`config.mk`:
```
export PLATFORM = sky130hd
export DESIGN_NAME = pipeline_run_ctrl_flat
export DESIGN_NICKNAME = d
export VERILOG_FILES = /design/src/rtl/pipeline_run_ctrl_pkg.sv /design/src/rtl/pipeline_run_ctrl_if.sv /design/src/rtl/pipeline_run_ctrl_dump_sequencer.sv /design/src/rtl/pipeline_run_ctrl.sv /design/src/flat_wrapper.sv
export SDC_FILE = /design/constraint.sdc
export NUM_CORES = 1
export LEC_CHECK = 0
export BUFFER_PORTS_ARGS = -buffer_cell sky130_fd_sc_hd__buf_4
export CORE_MARGIN = 5
export CORE_UTILIZATION = 40
export DETAILED_ROUTE_END_ITERATION = 7
export PLACE_DENSITY = 0.71
export SLEW_MARGIN = 20
export SYNTH_ARGS = -nofsm -noshare
export SYNTH_HDL_FRONTEND = slang
export SYNTH_SLANG_ARGS = --single-unit
```
`constraint.sdc`:
```
create_clock -name i_clock -period 5.9 [get_ports i_clock]
set_input_delay 0.59 -clock i_clock [delete_from_list [all_inputs] [get_ports i_clock]]
set_output_delay 0.59 -clock i_clock [all_outputs]
set_load 0.02 [all_outputs]
```
`src/rtl/pipeline_run_ctrl_pkg.sv`:
```
// Shared constants, command codes and state encoding for the pipeline run controller.
package pipeline_ctrl_pkg;

  localparam int NB_REG        = 32;
  localparam int NB_REG_ADDR   = 5;
  localparam int REGFILE_DEPTH = 32;
  localparam int NB_CMD        = 8;
  localparam int NB_CYCLES     = 32;
  localparam int DRAIN_CYCLES  = 4;
  localparam int NB_DRAIN      = 3;
  localparam int DUMP_WORDS    = REGFILE_DEPTH + 2;
  localparam int NB_IDX        = $clog2(DUMP_WORDS);

  localparam logic [NB_CMD-1:0] CMD_RUN        = 8'h01;
  localparam logic [NB_CMD-1:0] CMD_STEP       = 8'h02;
  localparam logic [NB_CMD-1:0] CMD_DUMP       = 8'h03;
  localparam logic [NB_CMD-1:0] CMD_RESET_PIPE = 8'h04;

  typedef enum logic [2:0] {
    ST_IDLE  = 3'd0,
    ST_RUN   = 3'd1,
    ST_STEP  = 3'd2,
    ST_DRAIN = 3'd3,
    ST_DUMP  = 3'd4,
    ST_PRST  = 3'd5
  } state_t;

  // Cycle counter holds at all-ones instead of wrapping.
  function automatic logic [NB_CYCLES-1:0] sat_inc(input logic [NB_CYCLES-1:0] v);
    return (&v) ? v : v + NB_CYCLES'(1);
  endfunction

endpackage

```
`src/rtl/pipeline_run_ctrl_if.sv`:
```
// Host command, pipeline control, debug read and snapshot stream signals of the run controller.
interface pipeline_run_ctrl_if;
  import pipeline_ctrl_pkg::*;

  logic [NB_CMD-1:0]      i_cmd;
  logic                   i_cmd_valid;
  logic                   o_cmd_ready;
  logic                   i_halt;
  logic [NB_REG-1:0]      i_pc;
  logic                   o_pipe_valid;
  logic                   o_pipe_reset;
  logic [NB_REG_ADDR-1:0] o_dbg_addr;
  logic [NB_REG-1:0]      i_dbg_data;
  logic [NB_REG-1:0]      o_tx_data;
  logic                   o_tx_valid;
  logic                   i_tx_ready;
  logic [NB_CYCLES-1:0]   o_cycles;
  logic                   o_halted;
  logic [2:0]             o_state;

  modport slave (
    input  i_cmd, i_cmd_valid, i_halt, i_pc, i_dbg_data, i_tx_ready,
    output o_cmd_ready, o_pipe_valid, o_pipe_reset, o_dbg_addr, o_tx_data,
           o_tx_valid, o_cycles, o_halted, o_state
  );

  modport master (
    output i_cmd, i_cmd_valid, i_halt, i_pc, i_dbg_data, i_tx_ready,
    input  o_cmd_ready, o_pipe_valid, o_pipe_reset, o_dbg_addr, o_tx_data,
           o_tx_valid, o_cycles, o_halted, o_state
  );

endinterface

```
`src/rtl/pipeline_run_ctrl_dump_sequencer.sv`:
```
// Walks the register file, then PC, then cycle count out over the snapshot word stream.
module dump_sequencer
  import pipeline_ctrl_pkg::*;
(
  input  logic                   i_clock,
  input  logic                   i_reset,
  input  logic                   en,
  input  logic                   tx_ready,
  input  logic [NB_REG-1:0]      dbg_data,
  input  logic [NB_REG-1:0]      pc,
  input  logic [NB_CYCLES-1:0]   cycles,
  output logic [NB_REG_ADDR-1:0] dbg_addr,
  output logic [NB_REG-1:0]      tx_data,
  output logic                   tx_valid,
  output logic                   done
);

  localparam logic [NB_IDX-1:0] LAST_IDX = NB_IDX'(DUMP_WORDS - 1);

  logic [NB_IDX-1:0] idx_r;

  // Word index: advances on each accepted word, parked at zero when not dumping.
  always_ff @(posedge i_clock or negedge i_reset) begin
    if (!i_reset) begin
      idx_r <= NB_IDX'(0);
    end else if (!en) begin
      idx_r <= NB_IDX'(0);
    end else if (tx_ready) begin
      idx_r <= (idx_r == LAST_IDX) ? NB_IDX'(0) : idx_r + NB_IDX'(1);
    end else begin
      idx_r <= idx_r;
    end
  end

  // Word mux and handshake decode; data depends only on the index so it holds under backpressure.
  always_comb begin
    tx_data  = NB_REG'(0);
    tx_valid = en;
    done     = en & tx_ready & (idx_r == LAST_IDX);
    dbg_addr = en ? idx_r[NB_REG_ADDR-1:0] : NB_REG_ADDR'(0);
    if (idx_r < NB_IDX'(REGFILE_DEPTH)) begin
      tx_data = dbg_data;
    end else if (idx_r == NB_IDX'(REGFILE_DEPTH)) begin
      tx_data = pc;
    end else begin
      tx_data = NB_REG'(cycles);
    end
  end

endmodule

```
`src/rtl/pipeline_run_ctrl.sv`:
```
// Run/step/drain/dump controller sitting between the host link and the five-stage pipeline.
module pipeline_run_ctrl
  import pipeline_ctrl_pkg::*;
(
  input  logic          i_clock,
  input  logic          i_reset,
  pipeline_run_ctrl_if.slave bus
);

  state_t               state_r;
  state_t               state_s;
  logic [NB_DRAIN-1:0]  drain_r;
  logic [NB_CYCLES-1:0] cycles_r;
  logic                 halted_r;
  logic                 dump_en_s;
  logic                 dump_done_s;

  // State register.
  always_ff @(posedge i_clock or negedge i_reset) begin
    if (!i_reset) begin
      state_r <= ST_IDLE;
    end else begin
      state_r <= state_s;
    end
  end

  // Next-state logic; commands are only taken in IDLE, RUN/STEP are refused once halted.
  always_comb begin
    state_s = state_r;
    case (state_r)
      ST_IDLE: begin
        if (bus.i_cmd_valid) begin
          case (bus.i_cmd)
            CMD_RUN:        state_s = halted_r ? ST_IDLE : ST_RUN;
            CMD_STEP:       state_s = halted_r ? ST_IDLE : ST_STEP;
            CMD_DUMP:       state_s = ST_DUMP;
            CMD_RESET_PIPE: state_s = ST_PRST;
            default:        state_s = ST_IDLE;
          endcase
        end else begin
          state_s = ST_IDLE;
        end
      end
      ST_RUN:   state_s = bus.i_halt ? ST_DRAIN : ST_RUN;
      ST_DRAIN: state_s = (drain_r == NB_DRAIN'(1)) ? ST_IDLE : ST_DRAIN;
      ST_STEP:  state_s = ST_IDLE;
      ST_PRST:  state_s = ST_IDLE;
      ST_DUMP:  state_s = dump_done_s ? ST_IDLE : ST_DUMP;
      default:  state_s = ST_IDLE;
    endcase
  end

  // Cycle count, drain countdown and halt flag, all keyed off the current state.
  always_ff @(posedge i_clock or negedge i_reset) begin
    if (!i_reset) begin
      cycles_r <= NB_CYCLES'(0);
      drain_r  <= NB_DRAIN'(0);
      halted_r <= 1'b0;
    end else begin
      case (state_r)
        ST_RUN: begin
          cycles_r <= sat_inc(cycles_r);
          if (bus.i_halt) begin
            drain_r <= NB_DRAIN'(DRAIN_CYCLES);
          end
        end
        ST_DRAIN: begin
          cycles_r <= sat_inc(cycles_r);
          drain_r  <= drain_r - NB_DRAIN'(1);
          if (drain_r == NB_DRAIN'(1)) begin
            halted_r <= 1'b1;
          end
        end
        ST_STEP: begin
          cycles_r <= sat_inc(cycles_r);
          if (bus.i_halt) begin
            halted_r <= 1'b1;
          end
        end
        ST_PRST: begin
          cycles_r <= NB_CYCLES'(0);
          halted_r <= 1'b0;
        end
        default: begin
          cycles_r <= cycles_r;
        end
      endcase
    end
  end

  // Output decode from the registered state.
  always_comb begin
    bus.o_cmd_ready  = (state_r == ST_IDLE);
    bus.o_pipe_valid = (state_r == ST_RUN) || (state_r == ST_DRAIN) || (state_r == ST_STEP);
    bus.o_pipe_reset = (state_r == ST_PRST);
    bus.o_cycles     = cycles_r;
    bus.o_halted     = halted_r;
    bus.o_state      = state_r;
    dump_en_s        = (state_r == ST_DUMP);
  end

  dump_sequencer u_dump (
    .i_clock  (i_clock),
    .i_reset  (i_reset),
    .en       (dump_en_s),
    .tx_ready (bus.i_tx_ready),
    .dbg_data (bus.i_dbg_data),
    .pc       (bus.i_pc),
    .cycles   (cycles_r),
    .dbg_addr (bus.o_dbg_addr),
    .tx_data  (bus.o_tx_data),
    .tx_valid (bus.o_tx_valid),
    .done     (dump_done_s)
  );

endmodule

```
`src/flat_wrapper.sv`:
```
// flat-port wrapper written by rule: the top's interface ports become plain ports
module pipeline_run_ctrl_flat import pipeline_ctrl_pkg::*;
  (i_clock, i_reset, bus_i_cmd, bus_i_cmd_valid, bus_i_halt, bus_i_pc, bus_i_dbg_data, bus_i_tx_ready, bus_o_cmd_ready, bus_o_pipe_valid, bus_o_pipe_reset, bus_o_dbg_addr, bus_o_tx_data, bus_o_tx_valid, bus_o_cycles, bus_o_halted, bus_o_state);
  pipeline_run_ctrl_if bus_i ();
  input  logic i_clock;
  input  logic i_reset;
  input wire logic [$bits(bus_i.i_cmd)-1:0] bus_i_cmd;
  input wire logic [$bits(bus_i.i_cmd_valid)-1:0] bus_i_cmd_valid;
  input wire logic [$bits(bus_i.i_halt)-1:0] bus_i_halt;
  input wire logic [$bits(bus_i.i_pc)-1:0] bus_i_pc;
  input wire logic [$bits(bus_i.i_dbg_data)-1:0] bus_i_dbg_data;
  input wire logic [$bits(bus_i.i_tx_ready)-1:0] bus_i_tx_ready;
  output wire logic [$bits(bus_i.o_cmd_ready)-1:0] bus_o_cmd_ready;
  output wire logic [$bits(bus_i.o_pipe_valid)-1:0] bus_o_pipe_valid;
  output wire logic [$bits(bus_i.o_pipe_reset)-1:0] bus_o_pipe_reset;
  output wire logic [$bits(bus_i.o_dbg_addr)-1:0] bus_o_dbg_addr;
  output wire logic [$bits(bus_i.o_tx_data)-1:0] bus_o_tx_data;
  output wire logic [$bits(bus_i.o_tx_valid)-1:0] bus_o_tx_valid;
  output wire logic [$bits(bus_i.o_cycles)-1:0] bus_o_cycles;
  output wire logic [$bits(bus_i.o_halted)-1:0] bus_o_halted;
  output wire logic [$bits(bus_i.o_state)-1:0] bus_o_state;
  assign bus_i.i_cmd = bus_i_cmd;
  assign bus_i.i_cmd_valid = bus_i_cmd_valid;
  assign bus_i.i_halt = bus_i_halt;
  assign bus_i.i_pc = bus_i_pc;
  assign bus_i.i_dbg_data = bus_i_dbg_data;
  assign bus_i.i_tx_ready = bus_i_tx_ready;
  assign bus_o_cmd_ready = bus_i.o_cmd_ready;
  assign bus_o_pipe_valid = bus_i.o_pipe_valid;
  assign bus_o_pipe_reset = bus_i.o_pipe_reset;
  assign bus_o_dbg_addr = bus_i.o_dbg_addr;
  assign bus_o_tx_data = bus_i.o_tx_data;
  assign bus_o_tx_valid = bus_i.o_tx_valid;
  assign bus_o_cycles = bus_i.o_cycles;
  assign bus_o_halted = bus_i.o_halted;
  assign bus_o_state = bus_i.o_state;
  pipeline_run_ctrl u_core (.i_clock(i_clock), .i_reset(i_reset), .bus(bus_i));
endmodule
```
==> out/results.ini, run 1 <==
[sta]
drv_slew = 0
hold_viol_final = 0
tightest_slew_ns = 1.08
rsz0062_at_grt = no
setup_viol = 0
fin_crit_sh_pct = 64.4
slew_headroom_pct = 28.1
finClkSkew_ns = 0.0121
worst_slack_ns = 2.10
setup-tns-final_ns = 0
min_period_ns = 3.80
max_freq_mhz = 263

[clock_network]
cts.sinks = 45
h-tree-depth = 2
cts_made_buffers = 5
clockRootBuffer = clkbuf_8
hold_buffers = 0
cts.repair.resized = 0
clockBufferDepth = 2
cts_tree = done
clk_pin_slew_ns = 0.09
insertion_delay_ns = 0.30
postCtsSetupBuffers = 0

[worst_setup_path]
endpoint_kind = output port
endpoint = bus_o_tx_data[8]
crit_start = u_core.u_dump.idx_r[5]
crit_family = simple AND/OR/NAND/NOR gates
worstPathCellList = nor4b_1 > nand2_2 > mux2i_1 > a21oi_1 > buf_4
reg2reg_depth = 6
worst-path-buf-inv = 1
critPathMaxStageDelay_ns = 1.07
required_ns = 5.31
rrSetupSlack_ns = 3.45
worstSetupPathType = reg -> out
cp-start-kind = flop
worstSetupPathDepth = 5
cp_slowest_cell = dfrtp_2
crit_arrival_ns = 3.21
path_max_fanout = 66
r2r_start = u_core.bus.o_cycles[0]
worstReg2RegEnd = u_core.bus.o_cycles[31]

[drt]
drt_iter0_drc = 140
wl_per_cell_um = 15.5
drc = 0
avgViaCountPerCell = 5.48
first_pass_iters = 4
wirelength_mm = 9.88
final_antenna_net_count = 0
via_count = 3496

[layout]
fin_nets = 618
final_area_mm2 = 0.00452
nFillCells = 710
most-common-layout-cells = 154 x buf_4, 51 x nor2_1, 51 x a21oi_1, 44 x dfrtp_1, 40 x mux2i_1
utilization_pct = 57.8
drive_gt1_share_pct = 32.1
layout_commonest_cell = buf_4
areaGrowthSynthToFinish_pct = 39.4
antenna_cells = 0

[yosys]
yosysSeqAreaShare_pct = 34.8
synth_xor_area_share_pct = 1.62
syn_area_mm2 = 0.00324
synth_top_family_by_area = simple AND/OR/NAND/NOR gates
synth-edff-count = 0
synth_seq_cells = 45
netlist_instances = 396
synthTopCellsByArea = dfrtp_1 35%, mux2i_1 12%, a21oi_1 7.9%
synthAdderAreaFrac_pct = 2.32
synthesis.nets = 479
yosysTopAreaCellShare_pct = 34.8
synth-simple-area-share_pct = 27.9
ys_types = 45
yosysWarnings = 0
yosysTopAreaCell = dfrtp_1
synth_area_per_cell_um2 = 8.18
synth_mux_area_share_pct = 12.7
synth_compound_area_share_pct = 16.6
dominantRegCellSynth = dfrtp_1
synthArstFlopShare_pct = 100

[placement]
port_buffers = 153
pre_cts_ws_ns = 2.40
place_area_mm2 = 0.00443
hpwl_mm = 7.44
finalWeightedCongestion = 0.795

[outcome]
status = complete, no violations

[power]
p_leak_nw = 2.32
power_density_mw_per_mm2 = 229
ir_drop_mv = 0.222

[run]
maxCapViolCount = 0

[global_routing]
grt_antenna_before_repair = 0
grt_pass1_wl_mm = 16.5
grt_use_total_pct = 19.7
grt_max_degree = 67
grt_pass1_vias = 3485
grt-ovfl-total = 0

[die]
die_w_um = 100
die_h_um = 100
dieArea_mm2 = 0.0100
core_area_mm2 = 0.00781
start_util_pct = 41.5
rows = 32
io_pins = 154

[hold_path]
hold_path.class = in -> async

how the worst min path moves through the flow:
| stage | depth (start not counted) | from | slack, ns | endpoint |
|---|---|---|---|---|
| 3_5_place_dp | 2 | u_core.drain_r[1] | 0.47 | u_core.drain_r[1] |
| 2_1_floorplan | 0 | i_reset | 0.29 | u_core.bus.o_cycles[0] |
| 3_3_place_gp | 2 | u_core.drain_r[1] | 0.47 | u_core.drain_r[1] |
| 5_1_grt | 1 | i_reset | 0.32 | u_core.bus.o_cycles[20] |
| 4_1_cts | 1 | i_reset | 0.30 | u_core.bus.o_cycles[16] |
| 6_report | 1 | i_reset | 0.28 | u_core.bus.o_cycles[15] |
kinds of logic (layout without fill, tap and decap cells):
family          Yosys count  in the layout
buf+inv                  32            172
simple gates            174            174
compound gates           92             92
fa+ha+maj                 6              6
flops                    45             45
mux                      41             41
xor+xnor                  6              6
sequential cells by signal, indices dropped and copies added (netlist names):
name                 flops
u_core.bus.o_state       3
u_core.bus.o_halted      1
u_core.u_dump.idx_r      6
u_core.drain_r           3
u_core.bus.o_cycles     32
stage by stage:
step	std cells	hold WS, ns	total power (W)
final	638	0.280	0.00103
after floorplan	396	0.294	0.000637
after global placement	630	0.469	0.000845
after global routing	638	0.321	0.00109
after detailed placement	630	0.472	0.000854
after CTS	638	0.302	0.00104
per-layer routing:
metal  vias up  track usage [%]  part of all wire, %
met5         -                0                    0
met4         0             3.21                 0.69
met3         9             4.93                  7.9
met2       122             35.0                   49
met1      1649             24.6                   42
li1       1716                -                    -
synth_stat cells, types with 2 or more instances:
master,instances
a21oi_1,51
a31o_2,2
and2_1,10
and3_1,4
and4_1,9
buf_1,2
buf_2,9
clkbuf_1,11
dfrtp_1,45
ha_1,6
inv_1,9
mux2i_1,40
nand2_1,33
nand2b_1,4
nand3_1,17
nand4_1,9
nor2_1,51
nor2b_1,3
nor3_1,9
nor4b_1,2
o211ai_1,2
o21ai_0,19
o22ai_1,2
o31ai_1,6
or3_1,11
or4_1,7
xnor2_1,3
xor2_1,3
power by group:
part / switching, W / internal (W)
Sequential: 0.0000572 / 0.000330
Clock: 0.000104 / 0.0000823
Combinational: 0.000245 / 0.000214
cell type report:
| type | count | area (um2) | area share (%) |
|---|---|---|---|
| multi-input cells | 319 | 1980 | 43.9 |
| repair buffers | 154 | 1160 | 25.6 |
| flip-flops and latches | 45 | 1130 | 25.0 |
| well taps | 102 | 128 | 2.83 |
| clock buffers | 6 | 72.6 | 1.61 |
| inverters | 10 | 37.5 | 0.831 |
| clock inverters | 2 | 10.0 | 0.222 |
worst reg2reg max path, delay by kind of cell (launching register included):
family	cells	cell delay, ns
AOI/OAI and AO/OA	3	1.24
DFF	1	0.46
and+or+nand+nor	2	0.46
adders and majority gates	1	0.23
(Power assumes the default switching activity.)
==> run 2, diff against run 1 <==
clock period = 3.72 ns   (was 5.9 ns; I/O delays follow)
==> run 2 against run 1 <==
  * Routed wire length fell by 0.84%
  * Sequential power rose by 48%
  * Non-clock buffer count rose by 2
  * Clock power rose by 110%
  * Sequential share of layout area fell by 0.27 points
  * Global-route usage fell by 0.36 points
  * Hold slack got worse by 0.23 ns
  * Combinational power rose by 68%
  * Clock-buffer cell count rose by 1
  * Critical endpoint is now bus_o_tx_data[25]
==> out/results.ini, run 2 (same netlist as run 1, synthesis figures left out) <==
[outcome]
status = complete, no violations

[sta]
hold_viol_final = 0
slew_headroom_pct = 31.5
worst_slack_ns = 0.770
max_freq_mhz = 339
min_period_ns = 2.95
finClkSkew_ns = 0.00936
tightest_slew_ns = 1.02
drv_slew = 0
fin_crit_sh_pct = 79.3
setup_viol = 0
setup-tns-final_ns = 0
rsz0062_at_grt = no

[power]
p_leak_nw = 2.34
ir_drop_mv = 0.437
power_density_mw_per_mm2 = 379
power_w = 0.00173

[worst_setup_path]
reg2reg_depth = 6
worstReg2RegEnd = u_core.bus.o_cycles[31]
critPathMaxStageDelay_ns = 0.69
worstSetupPathType = reg -> out
endpoint_kind = output port
crit_family = simple AND/OR/NAND/NOR gates
crit_arrival_ns = 2.58
worst-path-buf-inv = 1
required_ns = 3.35
worstSetupPathDepth = 5
path_max_fanout = 32
worstPathCellList = nor4b_1 > nand2_2 > mux2i_1 > a21oi_1 > buf_4
crit_start = u_core.u_dump.idx_r[2]
r2r_start = u_core.bus.o_cycles[0]
rrSetupSlack_ns = 1.25
cp-start-kind = flop
cp_slowest_cell = nand2_2

[clock_network]
hold_buffers = 0
insertion_delay_ns = 0.30
cts.sinks = 45
cts_made_buffers = 5
postCtsSetupBuffers = 0
clk_pin_slew_ns = 0.08
clockBufferDepth = 2
h-tree-depth = 2
clockRootBuffer = clkbuf_8
cts.repair.resized = 0
cts_tree = done

[layout]
largest_reg_flops = 32
utilization_pct = 58.5
multiInputGateArea_mm2 = 0.00198
fin_cells = 640
seq_area_mm2 = 0.00113
nFillCells = 758
most-common-layout-cells = 156 x buf_4, 51 x nor2_1, 51 x a21oi_1, 44 x dfrtp_1, 40 x mux2i_1
fin_nets = 620
drive_gt1_share_pct = 32.3
antenna_cells = 0
layout_commonest_cell = buf_4
areaGrowthSynthToFinish_pct = 40.9

[die]
core_area_mm2 = 0.00781
start_util_pct = 41.5
dieArea_mm2 = 0.0100
die_w_um = 100
die_h_um = 100
rows = 32
io_pins = 154

[placement]
place_inst = 632
finalWeightedCongestion = 0.818
port_buffers = 153
hpwl_mm = 7.38
pre_cts_ws_ns = 1.06

[run]
maxCapViolCount = 0

[drt]
avgViaCountPerCell = 5.40
wirelength_mm = 9.80
via_count = 3453
drc = 0
drt_iter0_drc = 147
wl_per_cell_um = 15.3
first_pass_iters = 4
final_antenna_net_count = 0

[global_routing]
grt_pass1_wl_mm = 16.3
grt_antenna_before_repair = 0
grt_max_degree = 66
grt-ovfl-total = 0
grt_use_total_pct = 19.4
grt_pass1_vias = 3436

[hold_path]
hold_path.class = in -> async

-- run 2: how the worst max path moves through the flow --
stage                   endpoint
2_1_floorplan   bus_o_pipe_reset
3_3_place_gp   bus_o_tx_data[17]
3_5_place_dp   bus_o_tx_data[23]
4_1_cts        bus_o_tx_data[23]
5_1_grt         bus_o_tx_data[7]
6_report       bus_o_tx_data[25]
-- run 2: per-stage QoR --
step                hold WS [ns]  area [um2]
global placement           0.410        4450
floorplan                 0.0764        3240
detailed placement         0.410        4450
CTS                       0.0855        4560
global route               0.112        4560
finish                    0.0481        4560
-- run 2: area by class of cell --
type                    count  area share, %
repair buffers            156           25.7
clock buffers               7           1.89
flip-flops and latches     45           24.7
clock inverters             1          0.658
multi-input cells         319           43.5
inverters                  10          0.822
well taps                 102           2.80
-- run 2: power by group --
part | switching [W] | leakage, nW | internal, W
Clock | 0.000168 | 0.0585 | 0.000219
Combinational | 0.000430 | 1.68 | 0.000340
Sequential | 0.0000488 | 0.598 | 0.000525
Total | 0.000647 | 2.34 | 0.00108
-- run 2: metal layers --
layer / up-vias / wire length [um] / global-route usage [%]
met5: - / 0 / 0
met4: 0 / 30 / 2.80
met3: 6 / 717 / 4.10
met2: 111 / 4900 / 35.2
met1: 1615 / 4150 / 24.0
li1: 1721 / - / -
==> run 3, diff against run 2 <==
clock period = 3 ns   (was 3.72 ns; I/O delays follow)
==> run 3 against run 2 <==
  * The flow now finishes with violations (hold timing)
  * Clock power rose by 3%
  * Sequential power is 25% higher
  * Combinational power up 26%
  * Design area fell by 0.16%
  * Critical endpoint is now bus_o_tx_data[3]
  * Largest cell class unchanged
  * Highest routed layer unchanged
==> out/results.ini, run 3 (same netlist as run 1, synthesis figures left out) <==
[outcome]
violations = hold timing
status = finished, violations left

[layout]
most-common-layout-cells = 158 x buf_4, 51 x nor2_1, 51 x a21oi_1, 44 x dfrtp_1, 40 x mux2i_1
nFillCells = 707
antenna_cells = 0
areaGrowthSynthToFinish_pct = 40.7
fin_nets = 622
layout_commonest_cell = buf_4
largest_reg_flops = 32
utilization_pct = 58.4
drive_gt1_share_pct = 32.6

[sta]
min_period_ns = 2.52
fin_crit_sh_pct = 84.0
fin_hold_ws_ns = -0.0212
slew_headroom_pct = 56.1
tightest_slew_ns = 0.654
max_freq_mhz = 397
rsz0062_at_grt = no
setup_viol = 0
hold_viol_final = 15
setup-tns-final_ns = 0
drv_slew = 0
finClkSkew_ns = 0.0140

[clock_network]
hold_buffers = 0
clockBufferDepth = 2
insertion_delay_ns = 0.30
h-tree-depth = 2
clk_pin_slew_ns = 0.09
cts_made_buffers = 5
clockRootBuffer = clkbuf_8
cts_tree = done
postCtsSetupBuffers = 0
cts.repair.resized = 0
cts.sinks = 45

[worst_setup_path]
worstPathCellList = nor4b_1 > nand2_2 > buf_4 > mux2i_1 > a21oi_1 > buf_4
cp-start-kind = flop
worstSetupPathType = reg -> out
cp_common_cell = buf_4
endpoint_kind = output port
required_ns = 2.70
critPathMaxStageDelay_ns = 0.45
path_max_fanout = 29
cp_slowest_cell = dfrtp_1
crit_arrival_ns = 2.22

[drt]
via_count = 3450
avgViaCountPerCell = 5.37
wl_per_cell_um = 15.5
wirelength_mm = 9.93
drt_iter0_drc = 170
final_antenna_net_count = 0
first_pass_iters = 4
drc = 0

[die]
die_w_um = 100
core_area_mm2 = 0.00781
io_pins = 154
die_h_um = 100
rows = 32
dieArea_mm2 = 0.0100
start_util_pct = 41.5

[power]
ir_drop_mv = 0.406
power_w = 0.00208
power_density_mw_per_mm2 = 457
p_leak_nw = 2.33

[placement]
finalWeightedCongestion = 0.844
hpwl_mm = 7.58
port_buffers = 153

[global_routing]
grt_pass1_vias = 3367
grt_pass1_wl_mm = 15.9
grt_use_total_pct = 19.2
grt-ovfl-total = 0
grt_antenna_before_repair = 0
grt_max_degree = 66

[hold_path]
hold_path.class = in -> async

[run]
maxCapViolCount = 0

==> run 3: per-layer routing <==
| metal | vias up | track usage [%] | share of wire, % |
|---|---|---|---|
| met2 | 110 | 35.1 | 51 |
| met5 | - | 0 | 0 |
| li1 | 1733 | - | - |
| met4 | 0 | 3.83 | 0.79 |
| met1 | 1600 | 22.9 | 41 |
| met3 | 7 | 4.73 | 7.2 |
==> run 3: area by class of cell <==
cell class | count | area (um2) | area share (%)
clock buffers | 7 | 86.3 | 1.89
clock inverters | 1 | 7.51 | 0.165
inverters | 10 | 37.5 | 0.824
multi-input cells | 319 | 1980 | 43.5
flip-flops and latches | 45 | 1130 | 24.7
well taps | 102 | 128 | 2.80
repair buffers | 158 | 1190 | 26.0
==> run 3: per-stage QoR <==
step / std cells / instance area [um2] / hold slack (ns) / setup WS [ns]
finish: 642 / 4560 / -0.0212 / 0.479
detailed placement: 634 / 4460 / 0.337 / 0.795
CTS: 642 / 4560 / 0.00987 / 0.464
floorplan: 396 / 3240 / 0.00441 / 0.895
global route: 642 / 4560 / 0.0322 / 0.304
global placement: 634 / 4460 / 0.336 / 0.862
==> run 3: power breakdown <==
group          switching (W)  internal (W)  total [W]
clock network       0.000211      0.000187   0.000399
logic               0.000545      0.000425   0.000970
registers          0.0000630      0.000651   0.000714
total               0.000819       0.00126    0.00208
==> run 3: path summary, 6_finish.rpt <==
kind | startpoint | end | slack [ns] | cells past startpoint
worst max-delay path | u_core.u_dump.idx_r[2] | bus_o_tx_data[3] | 0.48 | 6
worst min-delay path | i_reset | u_core.bus.o_halted | -0.02 | 1
worst max register to register | u_core.bus.o_cycles[0] | u_core.bus.o_cycles[11] | 0.79 | 7
worst min register to register | u_core.drain_r[1] | u_core.drain_r[1] | 0.49 | 2
max in group asynchronous | i_reset | u_core.u_dump.idx_r[5] | 2.60 | 1
min in group i_clock | bus_i_cmd[1] | u_core.bus.o_state[1] | 0.28 | 3
==> run 3: worst max-delay path, delay by kind of cell (launching register included) <==
family | cells | cell delay, ns
AOI/OAI and AO/OA | 1 | 0.19
DFF | 1 | 0.45
muxes | 1 | 0.19
buffers and inverters | 2 | 0.48
and+or+nand+nor | 2 | 0.60
